[config.mk]
export PLATFORM = sky130hd
export DESIGN_NAME = rlbp_code_reader
export DESIGN_NICKNAME = d
export VERILOG_FILES = /design/src/rtl/rlbp_code_reader.sv
export SDC_FILE = /design/constraint.sdc
export NUM_CORES = 1
export LEC_CHECK = 0
export CAP_MARGIN = 20
export CORE_MARGIN = 5
export CORE_UTILIZATION = 45
export DETAILED_ROUTE_END_ITERATION = 16
export HOLD_SLACK_MARGIN = 0.02
export MAX_ROUTING_LAYER = met4
export SYNTH_ARGS = -nofsm -noshare
export SYNTH_HDL_FRONTEND = slang
export SYNTH_SLANG_ARGS = --single-unit
[constraint.sdc]
create_clock -name wb_clk_i -period 3.48 [get_ports wb_clk_i]
set_clock_uncertainty 0.15 [all_clocks]
set_input_delay 0.696 -clock wb_clk_i [delete_from_list [all_inputs] [get_ports wb_clk_i]]
set_output_delay 0.696 -clock wb_clk_i [all_outputs]
set_load 0.005 [all_outputs]
[src/rtl/rlbp_code_reader.sv]
// Return-path reader for the pixel comparator: synchronises and majority-filters CMP,
// assembles NBITS decisions per frame into an RLBP code and queues codes in a FWFT FIFO.
module rlbp_code_reader #(
  parameter int NBITS       = 12,
  parameter int FIFO_DEPTH  = 4,
  parameter int SYNC_STAGES = 2
) (
  input  logic                                wb_clk_i,
  input  logic                                wb_rst_ni,
  input  logic                                cmp_i,
  input  logic                                frame_start_i,
  input  logic                                sample_i,
  input  logic                                clr_flags_i,
  output logic [NBITS-1:0]                    code_o,
  output logic                                code_valid_o,
  input  logic                                code_ready_i,
  output logic [$clog2(FIFO_DEPTH+1)-1:0]     level_o,
  output logic                                busy_o,
  output logic                                overflow_o,
  output logic                                frame_err_o
);

  localparam int LVL_W = $clog2(FIFO_DEPTH + 1);
  localparam int PTR_W = $clog2(FIFO_DEPTH);
  localparam int CNT_W = $clog2(NBITS + 1);

  typedef enum logic [1:0] {IDLE, COLLECT, PUSH} state_t;

  state_t                 state_q, state_d;
  logic [SYNC_STAGES-1:0] sync_q;
  logic [2:0]             hist_q;
  logic                   cmp_s;
  logic                   filt_bit;
  logic [CNT_W-1:0]       cnt_q;
  logic [NBITS-1:0]       acc_q;
  logic                   clear_acc;
  logic                   take_bit;
  logic                   set_ferr;

  logic [NBITS-1:0]       mem_q [FIFO_DEPTH];
  logic [PTR_W-1:0]       wr_ptr_q;
  logic [PTR_W-1:0]       rd_ptr_q;
  logic [LVL_W-1:0]       level_q;
  logic                   fifo_full;
  logic                   pop;
  logic                   push;
  logic                   drop;
  logic                   overflow_q;
  logic                   frame_err_q;

  assign cmp_s    = sync_q[SYNC_STAGES-1];
  assign filt_bit = (hist_q[2] & hist_q[1]) | (hist_q[2] & hist_q[0]) | (hist_q[1] & hist_q[0]);

  always_ff @(posedge wb_clk_i or negedge wb_rst_ni) begin
    if (!wb_rst_ni) begin
      sync_q <= '0;
      hist_q <= '0;
    end else begin
      sync_q <= {sync_q[SYNC_STAGES-2:0], cmp_i};
      hist_q <= {hist_q[1:0], cmp_s};
    end
  end

  always_ff @(posedge wb_clk_i or negedge wb_rst_ni) begin
    if (!wb_rst_ni) state_q <= IDLE;
    else            state_q <= state_d;
  end

  // A frame start while collecting restarts the code; in PUSH it simply chains into the next frame.
  always_comb begin
    state_d   = state_q;
    clear_acc = 1'b0;
    take_bit  = 1'b0;
    set_ferr  = 1'b0;
    case (state_q)
      IDLE: begin
        if (frame_start_i) begin
          state_d   = COLLECT;
          clear_acc = 1'b1;
        end
      end
      COLLECT: begin
        if (frame_start_i) begin
          clear_acc = 1'b1;
          set_ferr  = 1'b1;
        end else if (sample_i) begin
          take_bit = 1'b1;
          if (cnt_q == CNT_W'(NBITS - 1)) state_d = PUSH;
        end
      end
      PUSH: begin
        if (frame_start_i) begin
          state_d   = COLLECT;
          clear_acc = 1'b1;
        end else begin
          state_d = IDLE;
        end
      end
      default: state_d = IDLE;
    endcase
  end

  // Bits enter at the MSB so the first sample ends up in bit 0 after NBITS shifts.
  always_ff @(posedge wb_clk_i or negedge wb_rst_ni) begin
    if (!wb_rst_ni) begin
      cnt_q <= '0;
      acc_q <= '0;
    end else if (clear_acc) begin
      cnt_q <= '0;
      acc_q <= '0;
    end else if (take_bit) begin
      cnt_q <= cnt_q + CNT_W'(1);
      acc_q <= {filt_bit, acc_q[NBITS-1:1]};
    end
  end

  assign fifo_full = (level_q == LVL_W'(FIFO_DEPTH));
  assign pop       = code_valid_o & code_ready_i;
  assign push      = (state_q == PUSH) & (~fifo_full | pop);
  assign drop      = (state_q == PUSH) & fifo_full & ~pop;

  always_ff @(posedge wb_clk_i) begin
    if (push) mem_q[wr_ptr_q] <= acc_q;
  end

  always_ff @(posedge wb_clk_i or negedge wb_rst_ni) begin
    if (!wb_rst_ni) begin
      wr_ptr_q <= '0;
      rd_ptr_q <= '0;
      level_q  <= '0;
    end else begin
      if (push) wr_ptr_q <= wr_ptr_q + PTR_W'(1);
      if (pop)  rd_ptr_q <= rd_ptr_q + PTR_W'(1);
      case ({push, pop})
        2'b10:   level_q <= level_q + LVL_W'(1);
        2'b01:   level_q <= level_q - LVL_W'(1);
        default: level_q <= level_q;
      endcase
    end
  end

  // Setting a flag wins over a same-cycle clear.
  always_ff @(posedge wb_clk_i or negedge wb_rst_ni) begin
    if (!wb_rst_ni) begin
      overflow_q  <= 1'b0;
      frame_err_q <= 1'b0;
    end else begin
      if (drop)             overflow_q <= 1'b1;
      else if (clr_flags_i) overflow_q <= 1'b0;
      if (set_ferr)         frame_err_q <= 1'b1;
      else if (clr_flags_i) frame_err_q <= 1'b0;
    end
  end

  assign code_valid_o = (level_q != '0);
  assign code_o       = code_valid_o ? mem_q[rd_ptr_q] : '0;
  assign level_o      = level_q;
  assign busy_o       = (state_q != IDLE);
  assign overflow_o   = overflow_q;
  assign frame_err_o  = frame_err_q;

endmodule
; ---- After elaboration in Yosys (flattened, before gate mapping)
; Memories as Yosys holds them, arrays and structs flattened.
; Index checks and enable logic that the tools add are counted.
[op_classes]
muxes = 23
eq_ne = 10
n_addsub = 5
n_bitwise = 12
reduce_logical = 9
[ops]
columns = operator, n
row1 = two-way mux 12 bit, 3
row2 = two-way mux 1 bit, 12
row3 = nonzero test 2 bit, 5
row4 = two-way mux 2 bit, 4
row5 = two-way mux 4 bit, 2
row6 = != test 2 bit (second input constant), 4
row7 = bitwise AND 1 bit, 7
row8 = one-hot mux 2 bit (3 select lines), 1
row9 = one-hot mux 3 bit (2 select lines), 1
row10 = adder 2 x 1 -> 2 bit (second input constant), 2
row11 = adder 4 x 1 -> 4 bit (second input constant), 1
row12 = == test 2 x 1 -> 1 bit (second input constant), 2
row13 = == test 2 bit (second input constant), 2
row14 = == test 4 bit (second input constant), 1
row15 = AND reduction 4 bit, 1
row16 = adder 3 x 1 -> 3 bit (second input constant), 1
row17 = == test 3 bit (second input constant), 1
row18 = OR 1 bit, 3
row19 = nonzero test 3 bit, 1
row20 = OR reduction 3 bit, 1
row21 = subtractor 3 x 1 -> 3 bit (second input constant), 1
row22 = logical NOT 2 bit, 1
row23 = inverter 1 bit, 2
[totals]
reg_bits = 32
out_inout_bits = 19
ram_bits = 48
n_memories = 1
input_bits = 7
[memory_table]
columns = name, words, width, rd, rd_clocked_by_memory_dff, wr, line_no
row1 = mem_q, 4, 12, 1, 0, 1, 40  ; logic [NBITS-1:0] mem_q [FIFO_DEPTH];

; ---- Longest topological paths before layout
[logic_depth]
word_depth = 6
ltp_mapped = 9
ltp_nobuf = 9

; ---- Worst setup path before layout
; OpenSTA, ideal clock, no wires.
[synth_timing]
path_type = input -> register
start = in code_ready_i
end = reg level_q[2], in the netlist level_o[2]
required_time_ns = 3.251
cell_stages = 9
setup_slack_ns = 0.898
arrival_ns = 2.352
setup_ns = 0.079
n_path_buf = 0
cell_sequence = or4b_4 nor3b_4 inv_1 ha_1 inv_1 fa_1 xor2_1 nor2_1 xor2_1
[synth_via]
elab_chain_cells = 5
word_cells_on_any_way = 7
cone_classes = 2 x eq/ne / 1 x mux / 3 x bitwise / 1 x reduce/logical
[synth_lines]
columns = item, line_no
row1 = "start, declared", 16  ; input logic code_ready_i,
row2 = bitwise AND 1 bit *, 118  ; assign pop = code_valid_o & code_ready_i;
row3 = OR 1 bit, 119  ; assign push = (state_q == PUSH) & (~fifo_full | pop);
row4 = bitwise AND 1 bit, 119
row5 = == test 2 x 1 -> 1 bit or == test 2 bit (tied branches), 134  ; case ({push, pop})
row6 = one-hot mux 3 bit (2 select lines) or nonzero test 2 bit (tied branches), -
row7 = "end signal, assigned", 135  ; 2'b10: level_q <= level_q + LVL_W'(1);
row8 = "end signal, assigned", 136  ; 2'b01: level_q <= level_q - LVL_W'(1);
row9 = "end signal, assigned", 137  ; default: level_q <= level_q;
row10 = "end, declared", 43  ; logic [LVL_W-1:0] level_q;
; Mark *: on every way between the ends. The rest lies on a longest branch, timed or not.
; A chain may end at the register's enable or synchronous reset.

; ---- Worst setup path after layout
[layout_timing]
start = reg rd_ptr_q[0]
end = out code_o[3]
[layout_via]
elab_chain_cells = 2
[layout_lines]
columns = item, line_no
row1 = "start, declared", 42  ; logic [PTR_W-1:0] rd_ptr_q;
row2 = "start signal, assigned", 133  ; if (pop) rd_ptr_q <= rd_ptr_q + PTR_W'(1);
row3 = memory (4 x 12 bit), -
row4 = two-way mux 12 bit, 156  ; assign code_o = code_valid_o ? mem_q[rd_ptr_q] : '0;
row5 = "end, declared", 14  ; output logic [NBITS-1:0] code_o,
; Every way passes these cells.

==> metrics <==
Mapped Nets=194; Net count, final=227; Clk pin slew, worst setup/hold paths=0.07 ns; Final Hold Fails=0; gr usage total=13.8%; worst slew pin tran=0.664 ns; Pint=1.80 mW; CTS tree=done; clk_lat worst skew=0.33 ns; total clock sinks=80; worst hold margin=0.201 ns; synth top area cells=edfxtp_1 45%, dfrtp_1 25%, mux4_2 8.5%, and2_1 2.5%, a22o_1 2.5%; # DRC=0; clock root buffer=clkbuf_8; Cells after Synth=180; Fillers=562; Post-Place Cell Area=3570 µm²; Design Area, Final=3780 µm²; sw frac=24.6%; drt wl/cell=16.7 µm; Clock Tree Buf Depth=2; vias in the first global route=1,624; area of the die=8880 µm²; max-slew violations=0; Post-Route Setup TNS=0 ns; Switch Pwr=0.584 mW; Lkg Pwr=1.39 nW; PostCTS Resize Cnt=0; fin crit share=86.3%; Critical Path AT=2.16 ns; share of cells above drive strength 1=19.3%; Ant. Diodes=0; highest clock rate=333 MHz; I/O pin count=26; CTS Buf Count=9; area delta synth->final=18.5%; core footprint=6830 µm²; Seq pwr share=46.7%; drt initial violations=48; pin count of the biggest net entering global routing=33; first-pass GRT wire length=8640 µm; Pwr Density=629 nW/µm²; MaxCap Viol Count=0; DRT Pass-1 Iters=4; Die Span X=94.2 µm; drt total wl=5260 µm; CP Capture Type=primary output; via count=1,557; cell area after synthesis=3190 µm²; clock power share=30.3%; Logic pwr share=23.1%; outcome=finished clean; Synth area leader=edfxtp_1; RSZ-0062 raised after global routing=false; ys async rst share=40.0%; synth unique cells=36; row cnt=30; Die H=94.2 µm; multi-input logic area=888 µm²; H-tree depth=3; Crit Path Class=flop to primary output; Synth top area share=45.2%; sequential-to-total area share from yosys stat=70.2%; Final Instance Count excl. Fillers=314; Hold-fix buffers, CTS=0; register area=2240 µm²; dpl hpwl=3420 µm; grt ovf=0; synthesized area per cell=17.7 µm²; HP Class=flop to flop; Starting Density=46.7%; FF+latch count, synth=80; YS warnings=0; slew margin rel.=55.7%; gp weighted congestion=0.774; postcts setup bufs=0; type of origin of the critical path=flop; Avg Vias per Cell=4.96; Worst Path Max Fanout=12; post-route ant nets=0; port buffer count=25; Required @ worst endpoint=2.63 ns; Tmin final=3.00 ns; Max VDD drop=0.268 mV; Synth Flop Type=edfxtp_1; Post-synth EDFFs=48; initial antenna violation count=0; Cell Count Post-Placement=298; endpoints failing setup=0
## power groups by stage
stage	Clock (mW)	Combinational, mW	Sequential, mW
after CTS	0.734	0.568	1.11
after detailed placement	0	0.565	1.13
after floorplan	0	0.337	1.09
after global placement	0	0.557	1.13
after global routing	0.780	0.607	1.12
final	0.720	0.549	1.11
## cell families (layout without fill, tap and decap cells)
| family | count (synthesis) | after routing | share of synthesized area [%] |
|---|---|---|---|
| and+or+nand+nor | 33 | 33 | 7.14 |
| buffers and inverters | 17 | 55 | 2.39 |
| DFF | 80 | 80 | 70.2 |
| adders and majority gates | 8 | 8 | 3.29 |
| xor gates and xnor gates | 6 | 6 | 1.65 |
| muxes | 20 | 20 | 11.2 |
| AOI/OAI and AO/OA | 16 | 16 | 4.12 |
## cells in the final DEF (no fill, tap or decap), types with 2 or more instances in the layout
master	Yosys	final
xnor2_1	3	3
dfrtp_1	32	32
and2_1	13	13
bufinv_16	0	2
clkinv_4	0	2
clkinv_1	0	2
edfxtp_1	48	48
ha_1	6	6
mux2i_1	6	6
xor2_1	3	3
mux4_2	12	12
a21oi_1	2	2
a22o_1	9	9
inv_1	10	10
clkdlybuf4s50_1	0	25
clkbuf_8	0	9
buf_4	2	4
and2_2	4	4
nor2_1	5	5
## cell usage after synthesis (4+ instances only)
cell type,count
ha_1,6
a22o_1,9
and2_1,13
mux4_2,12
mux2i_1,6
inv_1,10
dfrtp_1,32
edfxtp_1,48
buf_2,4
nor2_1,5
and2_2,4
## worst paths after layout
check	start	endpoint	slack (ns)	depth (start not counted)
setup reg to reg	level_o[0]	level_o[2]	1.00	9
hold reg to reg	sync_q[1]	hist_q[0]	0.20	0
setup / recovery	rd_ptr_q[0]	code_o[3]	0.48	4
min in group asynchronous	wb_rst_ni	level_o[0]	0.60	2
hold / removal	sync_q[1]	hist_q[0]	0.20	0
max in group asynchronous	wb_rst_ni	wr_ptr_q[1]	2.29	2
## state kept, by name (all words and copies together), names as in the netlist, 2 cells and up
register  count
level_o       3
state_q       2
acc_q        12
rd_ptr_q      2
wr_ptr_q      2
cnt_q         4
hist_q        3
mem_q        48
sync_q        2
## worst max-delay path, cell delays in order (launching register included)
cell             delay, ns
dfrtp_1               0.38
buf_4                 0.29
mux4_2                0.52
and2_1                0.17
clkdlybuf4s50_1       0.44
## per-layer routing
layer  track usage, %  up-vias  routed length [µm]
met3             4.97        6                 148
met5                -        -                   0
met2             21.5       23                2690
met4             3.97        0                  42
met1             17.1      782                2380
li1                 -      746                   -
## stage by stage
stage / util (%) / setup slack, ns / power, mW
after detailed placement: 52.2 / 0.307 / 1.70
after global routing: 55.3 / 0.348 / 2.50
final: 55.3 / 0.478 / 2.38
after global placement: 52.2 / 0.359 / 1.68
after floorplan: - / 0.898 / 1.43
after CTS: 55.3 / 0.425 / 2.41
## area by class of cell
cell class,count,area share [%]
sequential,80,59.3
tap,96,3.18
multi-input combinational,83,23.5
clock inverter,6,2.25
clock buffer,10,3.38
timing repair buffer,29,7.41
inverter,10,0.993
Note: power is estimated with default switching activity, not from simulation.
